$ cat src/rtl/tl_pkg.sv
// Shared types and default timing for the traffic phase scheduler.
// Tick constants are dwell-minus-one in 100 ms units.
package tl_pkg;

  typedef enum logic [1:0] {
    ALLRED = 2'd0,
    GREEN  = 2'd1,
    YELLOW = 2'd2
  } phase_e;

  typedef logic [1:0] dir_t;

  localparam logic [15:0] GREEN_DEF  = 16'd299;
  localparam logic [15:0] YELLOW_DEF = 16'd29;
  localparam logic [15:0] ALLRED_DEF = 16'd19;

endpackage

$ cat src/rtl/phase_timer.sv
// Loadable 16-bit down-counter advanced by the tick strobe.
// done fires on the tick that finds the count at zero.
module phase_timer #(
  parameter logic [15:0] RST_VAL = 16'd0
) (
  input  logic        clk,
  input  logic        srst,
  input  logic        tick,
  input  logic        load,
  input  logic [15:0] load_val,
  output logic        done
);

  logic [15:0] count;

  assign done = tick && (count == 16'd0) && !srst;

  always_ff @(posedge clk) begin
    if (srst) begin
      count <= RST_VAL;
    end else if (load) begin
      count <= load_val;
    end else if (tick && (count != 16'd0)) begin
      count <= count - 16'd1;
    end
  end

endmodule

$ cat src/rtl/phase_scheduler.sv
// Four-approach green/yellow/all-red sequencer with
// round-robin skipping of approaches flagged as underused.
module phase_scheduler
  import tl_pkg::*;
#(
  parameter logic [15:0] GREEN_TICKS  = GREEN_DEF,
  parameter logic [15:0] YELLOW_TICKS = YELLOW_DEF,
  parameter logic [15:0] ALLRED_TICKS = ALLRED_DEF
) (
  input  logic       clk,
  input  logic       srst,
  input  logic       tick,
  input  logic [3:0] ur_list,
  output logic [3:0] green,
  output logic [3:0] yellow,
  output logic       all_red,
  output logic [1:0] active_dir
);

  phase_e      state, state_n;
  dir_t        dir, dir_n, nxt, cand;
  logic        found;
  logic        done, load;
  logic [15:0] load_val;

  phase_timer #(
    .RST_VAL(ALLRED_TICKS)
  ) u_timer (
    .clk     (clk),
    .srst    (srst),
    .tick    (tick),
    .load    (load),
    .load_val(load_val),
    .done    (done)
  );

  // First demanding approach after dir; plain rotation if none.
  always_comb begin
    nxt   = dir + 2'd1;
    cand  = dir;
    found = 1'b0;
    for (int i = 1; i <= 4; i++) begin
      cand = dir + 2'(i);
      if (!found && !ur_list[cand]) begin
        nxt   = cand;
        found = 1'b1;
      end
    end
  end

  always_comb begin
    state_n  = state;
    dir_n    = dir;
    load     = 1'b0;
    load_val = 16'd0;
    if (done) begin
      unique case (state)
        ALLRED: begin
          state_n  = GREEN;
          dir_n    = nxt;
          load     = 1'b1;
          load_val = GREEN_TICKS;
        end
        GREEN: begin
          load = 1'b1;
          if (nxt == dir) begin
            load_val = GREEN_TICKS;
          end else begin
            state_n  = YELLOW;
            load_val = YELLOW_TICKS;
          end
        end
        YELLOW: begin
          state_n  = ALLRED;
          load     = 1'b1;
          load_val = ALLRED_TICKS;
        end
        default: begin
          state_n  = ALLRED;
          load     = 1'b1;
          load_val = ALLRED_TICKS;
        end
      endcase
    end
  end

  always_ff @(posedge clk) begin
    if (srst) begin
      state   <= ALLRED;
      dir     <= 2'd3;
      green   <= 4'b0000;
      yellow  <= 4'b0000;
      all_red <= 1'b1;
    end else begin
      state   <= state_n;
      dir     <= dir_n;
      green   <= (state_n == GREEN) ? (4'b0001 << dir_n) : 4'b0000;
      yellow  <= (state_n == YELLOW) ? (4'b0001 << dir_n) : 4'b0000;
      all_red <= (state_n == ALLRED);
    end
  end

  assign active_dir = dir;

endmodule

$ cat config.mk
export PLATFORM = sky130hd
export DESIGN_NAME = phase_scheduler
export DESIGN_NICKNAME = d
export VERILOG_FILES = /design/src/rtl/tl_pkg.sv /design/src/rtl/phase_timer.sv /design/src/rtl/phase_scheduler.sv
export SDC_FILE = /design/constraint.sdc
export NUM_CORES = 1
export LEC_CHECK = 0
export ABC_AREA = 1
export ABC_CLOCK_PERIOD_IN_PS = 1900
export CAP_MARGIN = 20
export CORE_MARGIN = 5
export CORE_UTILIZATION = 31
export CTS_BUF_LIST = sky130_fd_sc_hd__clkbuf_8
export CTS_CLUSTER_DIAMETER = 150
export DETAILED_ROUTE_END_ITERATION = 6
export PLACE_DENSITY_LB_ADDON = 0.08
export SLEW_MARGIN = 5
export SYNTH_ARGS = -nofsm -noshare
export SYNTH_HDL_FRONTEND = slang
export SYNTH_SLANG_ARGS = --single-unit
$ cat constraint.sdc
create_clock -name clk -period 1.9 [get_ports clk]
set_input_delay 0.475 -clock clk [delete_from_list [all_inputs] [get_ports clk]]
set_output_delay 0.475 -clock clk [all_outputs]
set_load 0.02 [all_outputs]
==> results of run 1 <==
-- sequential cells by signal, summed over array words and instances (netlist names) --
| register | count |
|---|---|
| state | 2 |
| green | 4 |
| u_timer.count | 16 |
| yellow | 4 |
| active_dir | 2 |
| all_red | 1 |
-- layout make-up --
type / count / share of cell area (%)
clock buffer: 5 / 3.00
clock inverter: 3 / 0.764
inverter: 25 / 4.42
multi-input combinational: 194 / 45.1
sequential: 29 / 25.3
tap: 72 / 3.93
timing repair buffer: 46 / 17.4
-- what timing repair did --
action	4_1_cts	5_1_grt
resized for setup	2	25
setup endpoints to repair	2	16
pin swaps	0	8
-- cell usage in the layout, fill, tap and decap left out, types with 2 or more instances in the layout --
cell	n
inv_2	3
clkbuf_8	5
nor2_2	13
nand3_2	2
dlygate4sd2_1	2
a21oi_1	10
nor2_4	4
nand3_1	14
o31ai_1	3
clkdlybuf4s50_1	11
nand2_4	2
inv_1	20
nor3_1	3
dfxtp_1	29
dlymetal6s2s_1	4
xor2_1	3
o21ai_0	16
buf_4	28
nand2_1	60
nand4_1	4
a31oi_1	3
nor2_1	30
clkinv_2	2
nand2_2	18
-- Yosys cell counts --
cell type / count / area share (%)
inv_1: 21 / 4.6
xor2_1: 3 / 1.5
o31ai_1: 3 / 1.3
o211ai_1: 1 / 0.44
o21ai_0: 16 / 4.7
nand4_1: 4 / 1.5
nor2_4: 4 / 2.7
buf_6: 2 / 1.3
xnor2_1: 1 / 0.52
buf_4: 2 / 0.88
nor3_1: 3 / 0.88
nand4_2: 1 / 0.74
inv_4: 1 / 0.37
nor2_2: 8 / 2.9
inv_2: 2 / 0.44
nand2_1: 70 / 15
o21ai_2: 1 / 0.52
nand3_2: 3 / 1.8
nor2_1: 35 / 7.7
inv_6: 1 / 0.52
nand3b_1: 1 / 0.44
nand2_2: 8 / 2.9
ha_1: 2 / 1.5
dfxtp_1: 29 / 34
nand2_4: 2 / 1.3
nand3_1: 14 / 4.1
clkbuf_1: 1 / 0.22
a31oi_1: 3 / 1.1
a21oi_1: 11 / 3.2
-- per-stage QoR --
stage	total power, mW	util, %
detailed placement	0.799	39.5
CTS	1.30	41.0
floorplan	0.733	-
finish	1.29	42.4
global placement	0.800	39.5
global route	1.35	42.4
-- per-layer routing --
layer / up-vias / track usage (%) / share of wire, %
met2: 16 / 18.0 / 43
met4: 0 / 3.51 / 0.89
met5: - / 0 / 0
met1: 779 / 18.0 / 53
met3: 4 / 3.26 / 3.2
li1: 908 / - / -
-- critical path, stage by stage, from the launching register on --
cell	delay [ns]
dfxtp_1	0.45
buf_4	0.21
dlygate4sd2_1	0.34
-- worst paths after layout --
kind | cells after the start | from | end | slack (ns)
worst max-delay path | 2 | active_dir[1] | active_dir[1] | 0.15
worst min-delay path | 2 | u_timer.count[13] | u_timer.count[13] | 0.49
worst max register to register | 10 | u_timer.count[4] | yellow[1] | 0.16
worst min register to register | 2 | u_timer.count[13] | u_timer.count[13] | 0.49
-- cell families (layout without fill, tap and decap cells) --
group | Yosys count | count (layout) | synth area share (%)
and+or+nand+nor | 153 | 153 | 42.5
AOI/OAI and AO/OA | 35 | 35 | 11.3
buffers and inverters | 30 | 79 | 8.40
DFF | 29 | 29 | 34.2
xor gates and xnor gates | 4 | 4 | 2.06
adders and majority gates | 2 | 2 | 1.47
-- power by group --
| part | total [mW] | switching [mW] | internal, mW | leakage, nW |
|---|---|---|---|---|
| clock network | 0.494 | 0.242 | 0.252 | 0.0439 |
| registers | 0.629 | 0.0107 | 0.618 | 0.235 |
| logic | 0.163 | 0.0908 | 0.0718 | 0.740 |
==> summary.md, run 1 <==
| Metric | Value |
|---|---|
| CTS max path bufs | 2 |
| DR vias | 1,707 |
| Congestion Overflow GR | 0 |
| Worst EP arrival | 1.28 ns |
| Synthesized cell area | 0.00170 mm^2 |
| Minimum hold slack | 0.493 ns |
| Post-DR wirelength/cell | 11.4 um |
| Area Overhead vs Synth | 35.0% |
| Endpoints failing setup | 0 |
| Library cells used by synthesis | 29 |
| Sink Count | 29 |
| Status | finished clean |
| Initial antenna violation count | 0 |
| Max VDD drop | 0.241 mV |
| DRC violations left | 0 |
| Register area | 581 um^2 |
| Achievable Freq | 0.571 GHz |
| Syn Nets | 262 |
| Layout cells sized above 1 | 28.5% |
| Setup WS pre-CTS | -0.269 ns |
| IO Port Bufs | 17 |
| Worst-Skew Late Latency | 0.27 ns |
| Sequential area share after synthesis | 34.2% |
| Die height | 84.0 um |
| Setup crit start kind | flip-flop |
| Period utilization | 92.1% |
| Final Hold Viols | 0 |
| Setup crit end kind | output port |
| Ports | 18 |
| Clock Pin Slew Worst Setup and Hold Paths | 0.07 ns |
| Dpl cells | 366 |
| ANT cells | 0 |
| Die Area | 0.00706 mm^2 |
| Setup repair bufs after CTS | 0 |
| Rel. slew slack | 80.9% |
| GPL Wtd Cong | 0.822 |
| Routed WL | 4260 um |
| Synth warn | 0 |
| Post-synthesis instance total | 253 |
| Chip Width | 84.0 um |
| Detail Placement HPWL | 3350 um |
| Rows | 27 |
| TNS Setup | 0 ns |
| Num CTS Buffers | 5 |
| Vias in the first global route | 1,592 |
| Clock Skew | 0.00483 ns |
| Starting density of the core | 31.4% |
| Pwr per Cell Area | 561 mW/mm^2 |
| Gr usage total | 12.4% |
| Pins Over Slew Limit | 0 |
| Critical path required time | 1.42 ns |
| Hold Buf Count CTS | 0 |
| Final worst path period need | 1.75 ns |
| Global-route wire length before repair | 7270 um |
| Max-Cap Viols | 0 |
| Iter 0 DRT Violations | 45 |
| CTS tree | yes |
| Count of antenna-violating nets left after detailed routing | 0 |
| Min-delay worst type | flip-flop to flip-flop |
| LEAKAGE | 1.02 nW |
| Core ar. | 0.00541 mm^2 |
| Vias/cell | 4.56 |
| Htree depth | 2 |
| WS Path Type | flip-flop to output port |
| Post-route cell area | 0.00229 mm^2 |
| TritonRoute pass-1 iters | 4 |
| Worst-Margin Slew | 0.285 ns |
| Largest net degree at the start of global routing | 13 |
| CP max FO | 7 |
| Placed cell area | 0.00213 mm^2 |
| Nets | 310 |
| Multi-input gate area | 0.00103 mm^2 |
| #FFs+latches synth | 29 |
| Fill count | 596 |
| Clk root buf | clkbuf_8 |
| RSZ-0062 raised after global routing | no |
| Synthesized area per cell | 6.71 um^2 |
| Final WS setup | 0.149 ns |
| Final non-filler cell total | 374 |
Note: power is estimated with default switching activity, not from simulation.
==> run 2: changes to the inputs <==
--- a/config.mk
+++ b/config.mk
@@ -14,6 +14,7 @@
 export CTS_CLUSTER_DIAMETER = 150
 export DETAILED_ROUTE_END_ITERATION = 6
 export PLACE_DENSITY_LB_ADDON = 0.08
+export RECOVER_POWER = 100
 export SLEW_MARGIN = 5
 export SYNTH_ARGS = -nofsm -noshare
 export SYNTH_HDL_FRONTEND = slang
==> run 2 against run 1 <==
Worst setup slack got worse by 0.058 ns. Wire length about the same. Clock skew did not move. Register-to-register slack about the same. Utilization fell by 0.25 points. Flip-flop and latch count is the same. First-iteration DRC count shrank 4.4%. Non-clock buffer count is the same. Global-route usage unchanged. Via count fell by 0.29%. Count of clock-buffer cells in the layout is the same. Final area down 0.60%. Highest routed layer unchanged.
==> summary.md, run 2 (synthesized netlist as in run 1, its figures left out) <==
| Metric | Value |
|---|---|
| Critical path required time | 1.42 ns |
| Setup WS pre-CTS | -0.269 ns |
| Die height | 84.0 um |
| Post-DR wirelength/cell | 11.4 um |
| GPL Wtd Cong | 0.822 |
| Global-route wire length before repair | 7270 um |
| Routed WL | 4260 um |
| TritonRoute pass-1 iters | 4 |
| WS Path Type | flip-flop to output port |
| Endpoints failing setup | 0 |
| IO Port Bufs | 17 |
| Gr usage total | 12.4% |
| Final WS setup | 0.0912 ns |
| Area Overhead vs Synth | 34.2% |
| Num CTS Buffers | 5 |
| Rel. slew slack | 80.9% |
| Status | finished clean |
| Final non-filler cell total | 374 |
| Worst-Margin Slew | 0.285 ns |
| Nets | 310 |
| Period utilization | 95.2% |
| RR Startpoint | u_timer.count[4] |
| CP max FO | 7 |
| Clock Skew | 0.00483 ns |
| Iter 0 DRT Violations | 43 |
| Worst-Skew Late Latency | 0.27 ns |
| DR vias | 1,702 |
| Worst reg2reg path depth | 10 |
| Congestion Overflow GR | 0 |
| DRC violations left | 0 |
| Final Hold Viols | 0 |
| Max VDD drop | 0.241 mV |
| Layout cells sized above 1 | 27.8% |
| Setup repair bufs after CTS | 0 |
| Dpl cells | 366 |
| Worst Hold Path EP | u_timer.count[13] |
| Largest reg by FF count | u_timer.count |
| CTS tree | yes |
| Pwr per Cell Area | 563 mW/mm^2 |
| Starting density of the core | 31.4% |
| Detail Placement HPWL | 3350 um |
| Ports | 18 |
| Setup crit start kind | flip-flop |
| Placed cell area | 0.00213 mm^2 |
| R2R setup slack | 0.16 ns |
| Largest register FFs | 16 |
| Max-Cap Viols | 0 |
| CP Launch Point | active_dir[1] |
| Setup crit end kind | output port |
| Min-delay worst type | flip-flop to flip-flop |
| Chip Width | 84.0 um |
| Post-route cell area | 0.00228 mm^2 |
| Final core utilization | 42.2% |
| Largest net degree at the start of global routing | 13 |
| Clock Pin Slew Worst Setup and Hold Paths | 0.07 ns |
| Clk root buf | clkbuf_8 |
| Fill count | 596 |
| Count of antenna-violating nets left after detailed routing | 0 |
| Worst hold path depth | 2 |
| Regs by FF count | u_timer.count (16), green (4), yellow (4) |
| Most frequent cells in the layout | nand2_1, nor2_1, dfxtp_1 |
| ANT cells | 0 |
| Achievable Freq | 0.553 GHz |
| Initial antenna violation count | 0 |
| Vias in the first global route | 1,592 |
| Pins Over Slew Limit | 0 |
| LEAKAGE | 1.04 nW |
| Final worst path period need | 1.81 ns |
| R2R Path End | yellow[1] |
| Vias/cell | 4.55 |
| Htree depth | 2 |
| Die Area | 0.00706 mm^2 |
| Core ar. | 0.00541 mm^2 |
| Worst EP arrival | 1.33 ns |
| Most common cell after layout, fill and taps aside | nand2_1 |
| Sink Count | 29 |
| Rows | 27 |
| CTS max path bufs | 2 |
| RSZ-0062 raised after global routing | no |
| Hold_sp | u_timer.count[13] |
| Design Power | 1.28 mW |
## run 2: cell types whose count changed in the layout (fill, tap and decap cells not counted)
cell | before | now
buf_4 | 28 | 25
clkbuf_1 | 0 | 1
clkbuf_2 | 0 | 1
clkbuf_4 | 0 | 1
clkdlybuf4s50_1 | 11 | 2
dlygate4sd3_1 | 0 | 9
nor2_1 | 30 | 31
nor2_4 | 4 | 3
## run 2: what timing repair did
action,in CTS,in global routing
resized for setup,2,25
setup endpoints to repair,2,16
hold buffers,0,0
pin swaps,0,8
## run 2: critical path, cell delays in order (launching register included)
cell,delay [ns]
dfxtp_1,0.45
clkbuf_2,0.25
dlygate4sd2_1,0.36
## run 2: per-layer routing
layer	vias up	track usage, %	share of wire (%)
li1	909	-	-
met1	775	18.0	53
met2	14	18.0	43
met3	4	3.26	3.1
met4	0	3.51	0.89
met5	-	0	0
## run 2: worst max-delay path by stage
stage	depth (start not counted)	endpoint	slack, ns
after floorplan	14	all_red	0.28
after global placement	11	green[0]	-0.26
after detailed placement	12	yellow[0]	-0.27
after CTS	12	yellow[0]	0.03
after global routing	11	all_red	0.003
final	2	active_dir[1]	0.09
## run 2: cell type report
type	instances	area (um^2)	share of cell area (%)
Multi-Input combinational cell	194	1030	45.1
Sequential cell	29	581	25.5
Timing Repair Buffer	46	393	17.2
Inverter	25	101	4.45
Tap cell	72	90.1	3.95
Clock buffer	5	68.8	3.02
Clock inverter	3	17.5	0.769
## run 2: through the flow
stage                     TNS (ns)  hold WS, ns
final                            0        0.493
after global routing             0        0.521
after CTS                        0        0.496
after detailed placement     -3.66        0.486
after global placement       -3.64        0.470
after floorplan                  0        0.454
## run 2: power by group
| group | switching, mW | internal [mW] | total (mW) |
|---|---|---|---|
| Combinational | 0.0899 | 0.0705 | 0.160 |
| Clock | 0.242 | 0.252 | 0.494 |
| Sequential | 0.0107 | 0.618 | 0.629 |
==> run 3: changes to the inputs <==
--- a/config.mk
+++ b/config.mk
@@ -6,7 +6,7 @@
 export NUM_CORES = 1
 export LEC_CHECK = 0
 export ABC_AREA = 1
-export ABC_CLOCK_PERIOD_IN_PS = 1900
+export ABC_CLOCK_PERIOD_IN_PS = 1850
 export CAP_MARGIN = 20
 export CORE_MARGIN = 5
 export CORE_UTILIZATION = 31
==> constraint.sdc (replaced) <==
create_clock -name clk -period 1.85 [get_ports clk]
set_input_delay 0.4625 -clock clk [delete_from_list [all_inputs] [get_ports clk]]
set_output_delay 0.4625 -clock clk [all_outputs]
set_load 0.02 [all_outputs]
==> run 3 against run 2 <==
Highest routed layer unchanged. First-iteration DRC count grew 120%. Hold slack lost 0.026 ns. Die area is the same. Final area grew 6.3%. Flip-flop and latch count is the same. Total power grew 11%. Clock skew grew 0.0029 ns. Critical path depth shrank 1. Clock power grew 20%. Count of clock-buffer cells in the layout grew 2.
==> summary.md, run 3 (synthesized netlist as in run 1, its figures left out) <==
| Metric | Value |
|---|---|
| Clock Skew | 0.00771 ns |
| Max incr delay on CP | 0.67 ns |
| Rows | 27 |
| Achievable Freq | 0.578 GHz |
| Placed cell area | 0.00217 mm^2 |
| Htree depth | 2 |
| GPL Wtd Cong | 0.840 |
| Area Overhead vs Synth | 42.6% |
| Layout cells sized above 1 | 31.4% |
| WS Path Type | flip-flop to output port |
| Post-DR wirelength/cell | 11.6 um |
| Clk root buf | clkbuf_8 |
| Vias in the first global route | 1,657 |
| DRC violations left | 0 |
| Rel. slew slack | 82.5% |
| Nets | 320 |
| Detail Placement HPWL | 3340 um |
| Min-delay worst type | flip-flop to flip-flop |
| Max-Cap Viols | 0 |
| CP max FO | 1 |
| Final WS setup | 0.120 ns |
| Largest net degree at the start of global routing | 13 |
| Critical path required time | 1.39 ns |
| DR vias | 1,743 |
| LEAKAGE | 1.11 nW |
| Largest reg by FF count | u_timer.count |
| Iter 0 DRT Violations | 93 |
| Vias/cell | 4.54 |
| Period utilization | 93.5% |
| Most common cell after layout, fill and taps aside | nand2_1 |
| Status | finished clean |
| Setup crit start kind | flip-flop |
| Family with the most delay on the worst path | buffers and inverters |
| Setup WS pre-CTS | -0.324 ns |
| Num CTS Buffers | 5 |
| Pwr per Cell Area | 591 mW/mm^2 |
| Count of antenna-violating nets left after detailed routing | 0 |
| Final worst path period need | 1.73 ns |
| Chip Width | 84.0 um |
| Max stage delay cell, worst path | dlygate4sd3_1 |
| Pins Over Slew Limit | 0 |
| Largest register FFs | 16 |
| Worst path bufs/invs | 1 |
| ANT cells | 0 |
| Worst-Skew Late Latency | 0.28 ns |
| Clock Pin Slew Worst Setup and Hold Paths | 0.07 ns |
| Starting density of the core | 31.4% |
| Worst EP arrival | 1.27 ns |
| Gr usage total | 12.9% |
| Initial antenna violation count | 0 |
| Most frequent cells in the layout | nand2_1, buf_4, nor2_1 |
| Ports | 18 |
| IO Port Bufs | 17 |
| Post-route cell area | 0.00242 mm^2 |
| Routed WL | 4450 um |
| Sink Count | 29 |
| Regs by FF count | u_timer.count (16), green (4), yellow (4) |
| Die height | 84.0 um |
| Congestion Overflow GR | 0 |
| Hold Buf Count CTS | 0 |
| CTS tree | yes |
| Global-route wire length before repair | 7440 um |
| Dpl cells | 369 |
| Core ar. | 0.00541 mm^2 |
| Final Hold Viols | 0 |
| Crit path cell chain | dlygate4sd3_1 |
| CTS max path bufs | 2 |
| Final non-filler cell total | 384 |
| TritonRoute pass-1 iters | 4 |
| Worst-Margin Slew | 0.261 ns |
| Endpoints failing setup | 0 |
| Setup crit end kind | output port |
| Max VDD drop | 0.226 mV |
| Die Area | 0.00706 mm^2 |
==> run 3: changes by cell type in the layout (fill, tap and decap cells not counted), sizes merged <==
cell           delta
buf               +8
clkinv            -1
clkinvlp          -1
clkbuf            +4
clkdlybuf4s50     -1
dlymetal6s2s      +1
==> run 3: final timing paths <==
kind                     from          endpoint  slack, ns  cells past startpoint
max                 yellow[3]         yellow[3]       0.12                      1
max reg2reg     active_dir[0]         yellow[1]       0.14                     14
min reg2reg  u_timer.count[9]  u_timer.count[9]       0.47                      1
min          u_timer.count[9]  u_timer.count[9]       0.47                      1
==> run 3: timing repair <==
| item | 4_1_cts | 5_1_grt |
|---|---|---|
| hold endpoints to repair | 0 | 0 |
| pin swaps | 0 | 16 |
| gates resized for setup | 5 | 40 |
| buffers inserted | 0 | 7 |
| endpoints found under the setup margin | 6 | 20 |
==> run 3: routing by layer <==
layer  share of wire (%)  track usage [%]  routed length, um
met5                   0                0                  0
met4                 1.1             3.95                 49
met3                 3.1             2.96                137
met2                  45             19.1               1990
met1                  51             18.5               2270
==> run 3: through the flow <==
stage | hold WS (ns) | power [mW] | setup TNS, ns | utilization, %
3_5_place_dp | 0.480 | 0.826 | -4.68 | 40.1
5_1_grt | 0.489 | 1.50 | -0.0316 | 44.8
6_report | 0.466 | 1.43 | 0 | 44.8
4_1_cts | 0.494 | 1.43 | 0 | 42.1
3_3_place_gp | 0.469 | 0.827 | -4.62 | 40.1
2_1_floorplan | 0.454 | 0.753 | 0 | -
==> run 3: power breakdown <==
part | internal (mW) | leakage (nW) | switching, mW
clock network | 0.336 | 0.0542 | 0.257
logic | 0.0864 | 0.819 | 0.102
registers | 0.635 | 0.236 | 0.0128
total | 1.06 | 1.11 | 0.372
==> run 3: final cells by class <==
class                           instances  area (um^2)
Multi-Input combinational cell        194         1070
Timing Repair Buffer                   56          470
Fill cell                             583         2980
Sequential cell                        29          591
Clock inverter                          1         5.00
Clock buffer                            7         96.3
Inverter                               25          101
Tap cell                               72         90.1
